[config.mk]
export PLATFORM = sky130hd
export DESIGN_NAME = seg7_scan_display
export DESIGN_NICKNAME = d
export VERILOG_FILES = /design/src/rtl/seg7_scan_display.sv
export SDC_FILE = /design/constraint.sdc
export NUM_CORES = 1
export LEC_CHECK = 0
export ABC_AREA = 1
export BUFFER_PORTS_ARGS = -buffer_cell sky130_fd_sc_hd__buf_2
export CAP_MARGIN = 15
export CORE_MARGIN = 4
export CORE_UTILIZATION = 55
export DETAILED_ROUTE_END_ITERATION = 7
export PLACE_DENSITY = 0.72
export SYNTH_ARGS = -nofsm -noshare
export SYNTH_HDL_FRONTEND = slang
export SYNTH_SLANG_ARGS = --single-unit
export TNS_END_PERCENT = 50
[constraint.sdc]
create_clock -name clk -period 3.7 [get_ports clk]
set_input_delay 0.74 -clock clk [delete_from_list [all_inputs] [get_ports clk]]
set_output_delay 0.74 -clock clk [all_outputs]
set_load 0.05 [all_outputs]
[src/rtl/seg7_scan_display.sv]
// Eight-digit multiplexed seven-segment driver for a 32-bit hex word.
// The value is double-buffered so a new word only appears at a frame boundary.
module seg7_scan_display #(
    parameter int SCAN_DIV = 100000,
    parameter int GUARD    = 16,
    parameter int BLANK_LZ = 1
) (
    input  logic        clk,
    input  logic        rst,
    input  logic [31:0] din,
    input  logic        load,
    input  logic [7:0]  dp_mask,
    output logic [7:0]  an,
    output logic [6:0]  seg,
    output logic        dp,
    output logic        frame_done
);

    localparam int PW = (SCAN_DIV > 1) ? $clog2(SCAN_DIV) : 1;

    logic [PW-1:0] presc_q, presc_d;
    logic [2:0]    idx_q, idx_d;
    logic [31:0]   shadow_q, shadow_d;
    logic [31:0]   pend_val_q, pend_val_d;
    logic          pend_q, pend_d;
    logic [7:0]    an_q, an_d;
    logic [6:0]    seg_q, seg_d;
    logic          dp_q, dp_d;

    logic          tc;
    logic          boundary;
    logic [3:0]    nib;
    logic [31:0]   upper;
    logic          blank;
    logic          guard;
    logic          lit;

    function automatic logic [6:0] hex7(input logic [3:0] v);
        case (v)
            4'h0: hex7 = 7'h40;
            4'h1: hex7 = 7'h79;
            4'h2: hex7 = 7'h24;
            4'h3: hex7 = 7'h30;
            4'h4: hex7 = 7'h19;
            4'h5: hex7 = 7'h12;
            4'h6: hex7 = 7'h02;
            4'h7: hex7 = 7'h78;
            4'h8: hex7 = 7'h00;
            4'h9: hex7 = 7'h10;
            4'hA: hex7 = 7'h08;
            4'hB: hex7 = 7'h03;
            4'hC: hex7 = 7'h46;
            4'hD: hex7 = 7'h21;
            4'hE: hex7 = 7'h06;
            default: hex7 = 7'h0E;
        endcase
    endfunction

    assign tc         = (presc_q == PW'(SCAN_DIV - 1));
    assign boundary   = tc && (idx_q == 3'd7);
    assign frame_done = boundary;

    always_comb begin
        presc_d    = tc ? '0 : presc_q + 1'b1;
        idx_d      = tc ? idx_q + 3'd1 : idx_q;
        shadow_d   = shadow_q;
        pend_val_d = pend_val_q;
        pend_d     = pend_q;
        // A load landing on the boundary itself bypasses the pending buffer.
        if (boundary) begin
            pend_d = 1'b0;
            if (load) begin
                shadow_d = din;
            end else if (pend_q) begin
                shadow_d = pend_val_q;
            end
        end else if (load) begin
            pend_val_d = din;
            pend_d     = 1'b1;
        end
    end

    always_comb begin
        nib   = shadow_q[{idx_q, 2'b00} +: 4];
        upper = shadow_q >> {idx_q, 2'b00};
        blank = (BLANK_LZ != 0) && (idx_q != 3'd0) && (upper == 32'd0);
        guard = (presc_q < PW'(GUARD));
        lit   = !guard && !blank;
        an_d  = lit ? ~(8'b1 << idx_q) : 8'hFF;
        seg_d = lit ? hex7(nib) : 7'h7F;
        dp_d  = lit ? ~dp_mask[idx_q] : 1'b1;
    end

    always_ff @(posedge clk or posedge rst) begin
        if (rst) begin
            presc_q    <= '0;
            idx_q      <= 3'd0;
            shadow_q   <= 32'd0;
            pend_val_q <= 32'd0;
            pend_q     <= 1'b0;
            an_q       <= 8'hFF;
            seg_q      <= 7'h7F;
            dp_q       <= 1'b1;
        end else begin
            presc_q    <= presc_d;
            idx_q      <= idx_d;
            shadow_q   <= shadow_d;
            pend_val_q <= pend_val_d;
            pend_q     <= pend_d;
            an_q       <= an_d;
            seg_q      <= seg_d;
            dp_q       <= dp_d;
        end
    end

    assign an  = an_q;
    assign seg = seg_q;
    assign dp  = dp_q;

endmodule

After elaboration in Yosys (flattened, before gate mapping)
Memory sizes are Yosys's and may differ from the RTL's.
Cells that the tools add are included.

storage, ports and cells
  latch bits = 0
  flip-flop bits (word level) = 101
  bits in read-only memories = 112
  logic and storage cells = 42
  RAM bits = 0
  memories kept = 1
  output and inout bits = 17

memories
  name              depth  bits a word  read ports  clocked after Yosys merged registers in  write ports  RTL line  text
  (name not given)  16     7            1           0                                        0            39        case (v)

operators by class
  shift-type cells = 3
  bitwise logic cells = 3
  magnitude comparators = 2
  reductions and logical operators = 11
  $mul = 0
  equality and inequality tests = 2
  mux-type cells = 10
  $add $sub $neg = 2
  divide/modulo/power cells = 0

operators with widths
  operator                                                      count
  2-to-1 mux 32 bit                                             2
  logical NOT 32 bit                                            1
  indexed part select 32 x 6 -> 4 bit                           1
  >> shifter 32 x 5 -> 32 bit                                   1
  adder 17 x 1 -> 17 bit (second input constant)                1
  equality test 17 bit (second input constant)                  1
  less-than comparator 17 x 5 -> 1 bit (second input constant)  1
  2-to-1 mux 17 bit                                             1
  2-to-1 mux 8 bit                                              1
  inverter 8 bit                                                1
  << shifter 1 x 3 -> 8 bit (first input constant)              1
  2-to-1 mux 7 bit                                              1
  less-than comparator 3 x 4 -> 1 bit (second input constant)   1
  2-to-1 mux 1 bit                                              4
  AND reduction 2 bit                                           2
  nonzero test 2 bit                                            2
  adder 3 x 1 -> 3 bit (second input constant)                  1
  binary-select mux 1 bit (select 3 bit)                        1
  equality test 3 bit (second input constant)                   1
  logical AND 1 bit                                             3
  nonzero test 3 bit                                            1
  logical NOT 1 bit                                             2
  inverter 1 bit                                                2

Longest topological paths before layout
Gate-level depths: netlist (run 1).

  depth in word-level cells = 6
  depth in mapped cells = 18

Least setup slack after synthesis (run 1)
OpenSTA, ideal clock, no wires.

  kind = reg-to-reg
  from = reg idx_q[1]
  to = reg an_q[3] (netlist: an[3])
  period minus slack after synthesis = 2.223 ns
  cell stages (with the launch flop) = 18
  setup slack = 1.477 ns
  data arrival time = 2.157 ns
  cell sequence = dfrtp_1 > inv_1 > buf_2 > buf_2 > nand3_1 > nand2_1 > nand2_1 > nand2_1 > ha_1 > inv_1 > nor2_1 > nand3_1 > nor2_1 > nand2_1 > nor2_1 > nand2_2 > buf_6 > nand3_2

on the way
  word-level cells in the longest chain between the ends = 6

ends and longest elaborated chain
  element                      RTL line  text
  from (decl)                  22        logic [2:0] idx_q, idx_d;
  from (signal assigned)       106       idx_q <= idx_d;
  >> shifter 32 x 5 -> 32 bit  85        upper = shadow_q >> {idx_q, 2'b00};
  logical NOT 32 bit           86        blank = (BLANK_LZ != 0) && (idx_q != 3'd0) && (upper == 32'd0);
  logical AND 1 bit            86
  logical NOT 1 bit            88        lit = !guard && !blank;
  logical AND 1 bit            88
  2-to-1 mux 8 bit (*)         89        an_d = lit ? ~(8'b1 << idx_q) : 8'hFF;
  via an_d[3]                  26        logic [7:0] an_q, an_d;
  to (signal assigned)         110       an_q <= an_d;
  to (decl)                    26

The timed path passes the listed nets; every way through them passes the cells marked *.
A chain may end at the register's enable or synchronous reset.

Worst setup path after layout (run 1)
  from = reg idx_q[1]
  to = reg an_q[0] (netlist: an[0])

Same word-level chain as after synthesis.

==> metrics, run 1 <==
CP dominant cell by count nand2_1; number of buffers created by CTS 9; vias in the first global route about 4500; Routed Antenna Nets 0; worst-path cell chain inv_1, nand3_1, nand2_1, nand2_1, nand2_1, ha_1, inv_1, nor2_1, nand3_1, nor2_1, nand2_1, nor2_1, nand2_2, nand3_1; Mapped Area 5630 µm²; Setup crit start kind flop; Final nets around 800; Worst R2R Start idx_q[1]$_DFFE_PP0N_; Max Clock Freq 330 MHz; count leader, synth nand2_1; vias around 4700; Clock Tree Root clkbuf_8; first-pass GRT wire length 20600 µm; Hold Crit Class in -> async; Comb power frac between 7 and 8%; GRT Total Usage between 20 and 25%; Final Non-Filler Cells 884; Adder-Cell Fraction of Synth Area about 2.9%; layout cells sized above 1 16.5%; Net Sw Frac 25.1%; Die Span Y ~110 µm; critical path endpoint category flop; DP Area 5920 µm²; Initial Utilization 57.1%; DR iter-0 viols approximately 270; Pre-Repair DR Iteration Count 5; FF+latch count, synth 101; Post-synth ARST share 100%; IO Pins 60; htree depth 3; path length in cells of the critical path 14; # resized after CTS 0; Area contributors post-synth dfrtp_1 38%, nand2_1 15%, dfstp_2 7.5%, nand3_1 7.2%, mux2i_1 5.7%; DRT Wirelength between 10000 and 15000 µm; Yosys top cell by area dfrtp_1; status finished, final reports clean; synth warn 0; RSZ-0062 raised after global routing false; Die X 109 µm; Synth top area share 37.8%; max_cap viols 0; clock sinks a little over 100; worst reg2reg path endpoint an[0]$_DFF_PP1_; Core ar. just under 10000 µm²; post-synthesis cell count a little over 700; Area Growth Syn to Fin 9.08%; Final Hold Fails 0; WL per Instance approximately 14 µm; setup tns final 0 ps; Slew HR between 40 and 50%; largest net degree at the start of global routing 87; R2R depth 14; post-synthesis mux area share 5.69%; number of I/O port buffers 59; post-DP HPWL 8490 µm; Placement Setup Slack about 740 ps; Bufs and invs on worst path 2; Tcrit/Tclk final approximately four fifths; final worst path period need 3030 ps; Crit path max-delay family simple AND/OR/NAND/NOR gates; # Post-CTS Setup Buffers 0; Post-Syn Nets between 700 and 800; Inst Count DP just under 900; Largest stage delay, worst path a little over 600 ps; Worst-path clk slew about 100 ps; Crit Path Class reg -> reg; critical-path maximum fanout 21; diode count 0; # DRC 0; peak supply drop slightly below 0.3 mV; cell-internal power between 1 and 1.5 mW; GR Overflow Total 0; slack of the critical path about 670 ps; Worst-Margin Slew ~850 ps; Worst EP required around 4000 ps; Hold Buf Count CTS 0; clock power share approximately a third; Psw between 400 and 500 µW; initial antenna violation count 0; RePlAce Congestion just under 1; Synth Area in XOR/XNOR less than 1%; Final setup viols 0; Leak roughly 3.2 nW; CP max-delay cell dfrtp_1; Seq/Total Area, Yosys between 40% and 50%; combinational family with the most area after synthesis simple AND/OR/NAND/NOR gates; post-synth cell types 42; Post-synth EDFFs 0; DR vias/cell 5.30; pwr dens 322 nW/µm²; CTS tree built; die footprint between 10000 and 15000 µm²; Seq pwr share 58.2%; worst setup path end an[0]$_DFF_PP1_; skew final ~14 ps; final design instance area without fill around 6000 µm²; Finished Core Util 62.3%; worst skew pair latency 380 ps; Primary FF master, synth dfrtp_1; CP startpoint idx_q[1]$_DFFE_PP0N_; Worst EP arrival about 3300 ps; Core Rows 36; Synth Area per Inst ~8.0 µm²; Synth Area in Simple Gates about a third; Slew Limit Fails 0; commonest cells in the netlist 232 x nand2_1, 85 x dfrtp_1, 81 x nand3_1; Synth Area in Compound Gates between 6 and 7%; worst reg-to-reg setup slack 670 ps; CTS Buffer Depth 2
==> routing by layer <==
layer  part of all wire (%)  global-route usage [%]  wire length (µm)
met5                      0                       0                 0
met4                    1.0                    4.99               119
met3                    4.9                    5.33               579
met2                     48                    35.9              5700
met1                     46                    29.4              5540
==> power groups by stage <==
stage | Clock [mW] | Combinational (mW) | Sequential, mW
final | 0.688 | 0.140 | 1.15
after global routing | 0.757 | 0.160 | 1.16
after CTS | 0.710 | 0.140 | 1.15
after detailed placement | 0 | 0.140 | 1.17
after global placement | 0 | 0.135 | 1.17
after floorplan | 0 | 0.0916 | 1.17
==> cell usage in the layout, fill, tap and decap left out, types with 2 or more instances in the layout <==
master	count
dfstp_2	16
nor4_1	4
inv_2	4
o31ai_1	2
nand2_4	4
ha_1	13
clkbuf_8	11
nand3_1	81
clkinvlp_4	2
nor2_1	47
dfrtp_1	85
o21ai_1	18
nand4_1	4
o21ai_0	29
buf_4	3
nand2_1	232
nand3_2	11
a21oi_1	8
inv_1	46
xor2_1	4
and2_1	2
o211ai_1	2
buf_2	59
nor3_1	4
nand3b_1	4
nor2_4	2
mux2i_1	32
inv_8	2
nand2_2	4
==> cells by family after synthesis <==
group,count (synthesis)
AO/OA/AOI/OAI,65
AND/OR/NAND/NOR,405
adder cells (fa/ha/maj),13
buffers and inverters,83
XOR/XNOR,5
flip-flops,101
multiplexers,32
==> registers in the layout (all words and copies together) (netlist names) <==
name        flops
an              8
seg             7
dp              1
idx_q           3
presc_q        17
shadow_q       32
pend_q          1
pend_val_q     32
==> per-stage QoR <==
stage          total power, mW  hold WS (ps)
3_3_place_gp              1.31           444
2_1_floorplan             1.26           433
3_5_place_dp              1.31           457
6_report                  1.98           253
4_1_cts                   2.00           479
5_1_grt                   2.07           235
==> final cells by class <==
class / instances / area, µm²
multi-input cells: 520 / 2700
clock buffers: 11 / 151
fillers: 924 / 3720
repair buffers: 63 / 345
flip-flops and latches: 101 / 2550
clock inverters: 5 / 42.5
well taps: 133 / 166
inverters: 51 / 194
==> worst min-delay path by stage <==
stage | end | slack, ps | cells after the start
6_report | pend_val_q[3]$_DFFE_PP0P_ | 250 | 2
5_1_grt | pend_val_q[3]$_DFFE_PP0P_ | 230 | 2
4_1_cts | presc_q[0]$_DFF_PP0_ | 480 | 1
3_5_place_dp | pend_val_q[12]$_DFFE_PP0P_ | 460 | 2
3_3_place_gp | presc_q[0]$_DFF_PP0_ | 440 | 1
2_1_floorplan | presc_q[0]$_DFF_PP0_ | 430 | 1
(Power assumes the default switching activity.)
==> run 2: changes to the inputs <==
Settings changed: CORE_UTILIZATION 55 to 54, PLACE_DENSITY 0.72 to 0.74.
Clock period 3.7 ns to 2.7 ns, I/O delays scaled along.
==> run 2 against run 1 <==
Against the previous run:
- clock skew is 0.75 ps lower
- flip-flop and latch count is the same
- non-clock buffer count is 6 higher
- largest cell class unchanged
- utilization fell by 1.3 points
- clock-buffer cell count unchanged
- critical path type is now reg -> out
- hold slack better by 27 ps
- combinational power increased by 36%
- clock power increased by 56%
- wire length rose by 3.2%
- sequential share of layout area is 0.60 points lower
==> metrics, run 2 (synthesis results as in run 1) <==
die footprint 12100 µm² (+1.7%); skew final 13.2 ps (-0.750 ps); Final setup viols 0 (unchanged); final worst path period need ~2600 ps; initial antenna violation count 0 (unchanged); Slew HR 42.2% (-0.95 points); Final Non-Filler Cells 893 (+1.0%); worst-path cell chain buf_4, ha_1, ha_1, inv_1, nor2_4, clkbuf_4; RSZ-0062 raised after global routing false; layout cells sized above 1 17.2% (+0.66 points); status finished, final reports clean; Clock Tree Root clkbuf_8; max_cap viols 0 (unchanged); vias 4777 (+2.0%); htree depth 3 (unchanged); worst reg-to-reg setup slack 320 ps (-350 ps); # DRC 0 (unchanged); most frequent cells in the layout 232 x nand2_1, 84 x dfrtp_1, 81 x nand3_1, 58 x buf_2, 47 x nor2_1; DRT Wirelength 12300 µm (+3.2%); Leak 3.26 nW (+1.2%); Worst EP arrival 2040 ps (-1280 ps); clock sinks 101 (unchanged); biggest regs pend_val_q: 32 flops, shadow_q: 32 flops, presc_q: 17 flops; Area Growth Syn to Fin 10.7%; Crit Path Class reg -> out; GRT Total Usage 21.7% (-0.16 points); Die Span Y 110 µm (+0.86%); Die X 110 µm (+0.86%); Hold Crit Class in -> async; Initial Utilization 55.1% (-2.0 points); Pre-Repair DR Iteration Count 5 (unchanged); Max Clock Freq 388 MHz; number of I/O port buffers 59 (unchanged); Tcrit/Tclk final 95.5%; GR Overflow Total 0 (unchanged); Power Total 2.84 mW (+43%); Largest stage delay, worst path 440 ps (-170 ps); DR vias/cell 5.35 (+0.98%); Final nets 808 (+0.75%); CP dominant cell by count ha_1; R2R depth 15 (+1); Worst R2R Start idx_q[0]$_DFFE_PP0N_; WL per Instance 13.8 µm (+2.2%); CTS tree built; Final Hold Fails 0 (unchanged); pwr dens 455 nW/µm² (+41%); CP max-delay cell dfrtp_2; post-DP HPWL 8610 µm (+1.4%); Routed Antenna Nets 0 (unchanged); Worst EP required 2160 ps (-1830 ps); number of buffers created by CTS 9 (unchanged); Setup crit start kind flop; critical path endpoint category output port; CTS Buffer Depth 2 (unchanged); RePlAce Congestion 0.936 (-3.2%); commonest non-fill, non-tap cell in the layout nand2_1; Core ar. 10200 µm² (+3.7%); critical-path maximum fanout 15 (-29%); diode count 0 (unchanged); Core Rows 37 (+2.8%); Crit path max-delay family buffers and inverters; Worst-path clk slew 100 ps (about the same); worst skew pair latency 370 ps (about the same); setup tns final 0 ps (unchanged); Slew Limit Fails 0 (unchanged); peak supply drop 0.375 mV (+26%); worst reg2reg path endpoint dp$_DFF_PP1_; DR iter-0 viols 388 (+45%); first-pass GRT wire length 20800 µm (+0.94%); IO Pins 60 (unchanged); Worst-Margin Slew 864 ps (+11.6 ps); Bufs and invs on worst path 3 (+1); Inst Count DP 877 (+1.2%); vias in the first global route 4487 (+0.58%); largest net degree at the start of global routing 102 (+17%)
## run 2: cell count changes in the layout (fill, tap and decap cells not counted), moves of 2 or more
cell / change
buf_4: +5
bufinv_16: +2
buf_12: +2
inv_8: -2
## run 2: metal layers
layer | vias up | wire [µm] | global-route usage (%)
met3 | 19 | 644 | 2.91
met5 | - | 0 | 0
met1 | 2250 | 5730 | 29.4
met2 | 129 | 5740 | 35.5
met4 | 0 | 201 | 8.27
li1 | 2379 | - | -
## run 2: tightest hold or removal path: cells and delay by family
family | cells | cell delay (ps)
buffers and inverters | 3 | 550
## run 2: timing repair
item	4_1_cts	5_1_grt
buffers inserted	0	0
hold buffers	0	0
gates resized for setup	0	3
endpoints found under the setup margin	0	17
## run 2: per-stage QoR
| stage | util [%] | worst slack, ps | cell area [µm²] | hold slack (ps) |
|---|---|---|---|---|
| 6_report | 61.0 | 123 | 6240 | 280 |
| 4_1_cts | 60.9 | 16.2 | 6230 | 333 |
| 3_5_place_dp | 58.7 | 268 | 6010 | 457 |
| 3_3_place_gp | 58.7 | 363 | 6010 | 441 |
| 5_1_grt | 61.0 | 9.12 | 6240 | 363 |
| 2_1_floorplan | - | 477 | 5640 | 433 |
## run 2: layout make-up
class | instances | area (µm²)
inverters | 51 | 195
repair buffers | 69 | 398
clock buffers | 11 | 141
clock inverters | 5 | 81.3
multi-input cells | 520 | 2700
fillers | 926 | 3990
well taps | 136 | 170
flip-flops and latches | 101 | 2550
## run 2: worst max-delay path by stage
stage	endpoint	depth (start not counted)	from	slack (ps)
2_1_floorplan	an[3]$_DFF_PP1_	17	idx_q[1]$_DFFE_PP0N_	480
3_3_place_gp	an[2]$_DFF_PP1_	15	idx_q[0]$_DFFE_PP0N_	360
3_5_place_dp	dp$_DFF_PP1_	15	idx_q[0]$_DFFE_PP0N_	270
4_1_cts	frame_done	6	idx_q[0]$_DFFE_PP0N_	20
5_1_grt	dp$_DFF_PP1_	15	idx_q[0]$_DFFE_PP0N_	9
6_report	frame_done	6	idx_q[0]$_DFFE_PP0N_	120
## run 2: power by group
part,internal (mW),total [mW],switching [mW]
registers,1.56,1.58,0.0216
logic,0.0783,0.191,0.113
clock network,0.550,1.07,0.520
total,2.18,2.84,0.655
==> run 3: changes to the inputs <==
Settings changed: CORE_ASPECT_RATIO from default to 0.8.
Clock period 2.7 ns to 2.1 ns, I/O delays scaled along.
==> run 3 against run 2 <==
Against the previous run:
- global-route usage fell by 0.12 points
- critical path depth did not move
- combinational power rose by 33%
- register-to-register slack got worse by 250 ps
- flip-flop and latch count did not move
- die area barely moved
- hold slack got worse by 180 ps
- worst setup slack got worse by 110 ps
- sequential power rose by 28%
- clock power rose by 62%
- clock-buffer cell count fell by 2
- cell count rose by 3.5%
==> metrics, run 3 (synthesis results as in run 1) <==
status finished, final reports clean; Final setup viols 0 (unchanged); worst-path cell chain buf_6, ha_1, ha_2, inv_2, nor2_4, buf_6; worst setup path end frame_done; Final Hold Fails 0 (unchanged); Max Clock Freq 480 MHz; clock sinks 101 (unchanged); RePlAce Congestion 0.898 (-4.0%); number of buffers created by CTS 9 (unchanged); die footprint 12100 µm² (about the same); Tcrit/Tclk final ~100%; critical path endpoint category output port; final worst path period need 2080 ps; Slew HR 65.8% (+24 points); Leak 3.46 nW (+6.3%); path length in cells of the critical path 6 (unchanged); Core Rows 33 (-11%); Worst EP required 1680 ps (-480 ps); max_cap viols 0 (unchanged); worst reg2reg path endpoint an[3]$_DFF_PP1_; WL per Instance 13.9 µm (+0.52%); largest net degree at the start of global routing 66 (-35%); DR iter-0 viols 374 (-3.6%); Pre-Repair DR Iteration Count 7 (+2); Die Span Y 99.4 µm (-9.8%); Core ar. 10200 µm² (-0.32%); first-pass GRT wire length 21000 µm (+0.89%); Worst R2R Start idx_q[0]$_DFFE_PP0N_; Power Total 4.01 mW (+41%); Worst EP arrival 1660 ps (-380 ps); most frequent cells in the layout 225 x nand2_1, 78 x nand3_1, 76 x dfrtp_1, 58 x buf_2, 44 x inv_1; hold slack final 97.9 ps (-182 ps); Crit Path Class reg -> out; Final nets 835 (+3.3%); Filler cells 880 (-5.0%); Slew Limit Fails 0 (unchanged); critical-path maximum fanout 6 (-9); Initial Utilization 55.2% (+0.18 points); IO Pins 60 (unchanged); DRT Wirelength 12800 µm (+4.0%); Worst-Margin Slew 512 ps (-352 ps); vias in the first global route 4478 (-0.20%); worst skew pair latency 350 ps (-20 ps); CP dominant cell by count buf_6; peak supply drop 0.396 mV (+5.5%); number of I/O port buffers 59 (unchanged); GRT Total Usage 21.6% (-0.12 points); worst reg-to-reg setup slack 70 ps (-250 ps); layout cells sized above 1 23.5% (+6.3 points); CP max-delay cell dfrtp_2; Setup crit start kind flop; vias 4868 (+1.9%); Clock Tree Root clkbuf_16; RSZ-0062 raised after global routing true; Hold Buf Count CTS 0 (unchanged); # DRC 0 (unchanged); Area Growth Syn to Fin 18.3%; R2R depth 15 (unchanged); post-DP HPWL 9240 µm (+7.3%); CP startpoint idx_q[0]$_DFFE_PP0N_; Worst-path clk slew 70 ps (-30 ps); DR vias/cell 5.27 (-1.5%); area taken by multi-input logic gates 2790 µm² (+3.3%); Die X 122 µm (+11%); diode count 0 (unchanged); pwr dens 601 nW/µm² (+32%); biggest regs pend_val_q: 32 flops, shadow_q: 32 flops, presc_q: 17 flops; CTS tree built; Finished Core Util 65.4% (+4.4 points); CTS Buffer Depth 2 (unchanged); Hold Crit Class in -> async; htree depth 3 (unchanged); commonest non-fill, non-tap cell in the layout nand2_1; Largest stage delay, worst path 440 ps (about the same); GR Overflow Total 0 (unchanged); initial antenna violation count 0 (unchanged); skew final 9.35 ps (-3.89 ps); Bufs and invs on worst path 3 (unchanged); Register Area 2560 µm² (+0.39%); Crit path max-delay family flip-flops; Routed Antenna Nets 0 (unchanged)
[run 3: area by class of cell]
cell class | count | area share (%)
repair buffers | 95 | 9.37
multi-input cells | 521 | 41.9
flip-flops and latches | 101 | 38.4
clock inverters | 7 | 1.39
clock buffers | 9 | 3.38
well taps | 140 | 2.63
inverters | 51 | 2.97
[run 3: how the worst min path moves through the flow]
| stage | slack [ps] | from | endpoint |
|---|---|---|---|
| 5_1_grt | 130 | rst | pend_val_q[7]$_DFFE_PP0P_ |
| 3_5_place_dp | 460 | presc_q[0]$_DFF_PP0_ | presc_q[0]$_DFF_PP0_ |
| 6_report | 100 | rst | pend_val_q[6]$_DFFE_PP0P_ |
| 4_1_cts | 100 | rst | pend_val_q[6]$_DFFE_PP0P_ |
| 3_3_place_gp | 450 | presc_q[0]$_DFF_PP0_ | presc_q[0]$_DFF_PP0_ |
| 2_1_floorplan | 430 | presc_q[0]$_DFF_PP0_ | presc_q[0]$_DFF_PP0_ |
[run 3: where the power goes]
group	switching, mW	internal (mW)
Combinational	0.151	0.103
Sequential	0.0284	2.00
Clock	0.773	0.953
[run 3: metal layers]
| metal | up-vias | track usage, % | share of wire [%] |
|---|---|---|---|
| li1 | 2445 | - | - |
| met1 | 2255 | 32.0 | 49 |
| met2 | 156 | 32.3 | 44 |
| met3 | 12 | 4.26 | 5.7 |
| met4 | 0 | 6.11 | 1.1 |
| met5 | - | 0 | 0 |
[run 3: what timing repair did]
| action | CTS | global route |
|---|---|---|
| setup endpoints to repair | 17 | 17 |
| pin swaps | 0 | 16 |
| resized for setup | 5 | 38 |
| buffers inserted | 0 | 8 |
| gates cloned | 0 | 2 |
[run 3: stage by stage]
stage	instances	TNS, ps	instance area (µm²)	worst slack (ps)
after floorplan	704	-1190	5640	-123
after global placement	898	0	6150	40.5
after detailed placement	898	-136	6150	-32.8
after CTS	914	-40.9	6480	-40.9
after global routing	924	-696	6670	-86.2
final	924	0	6670	15.4
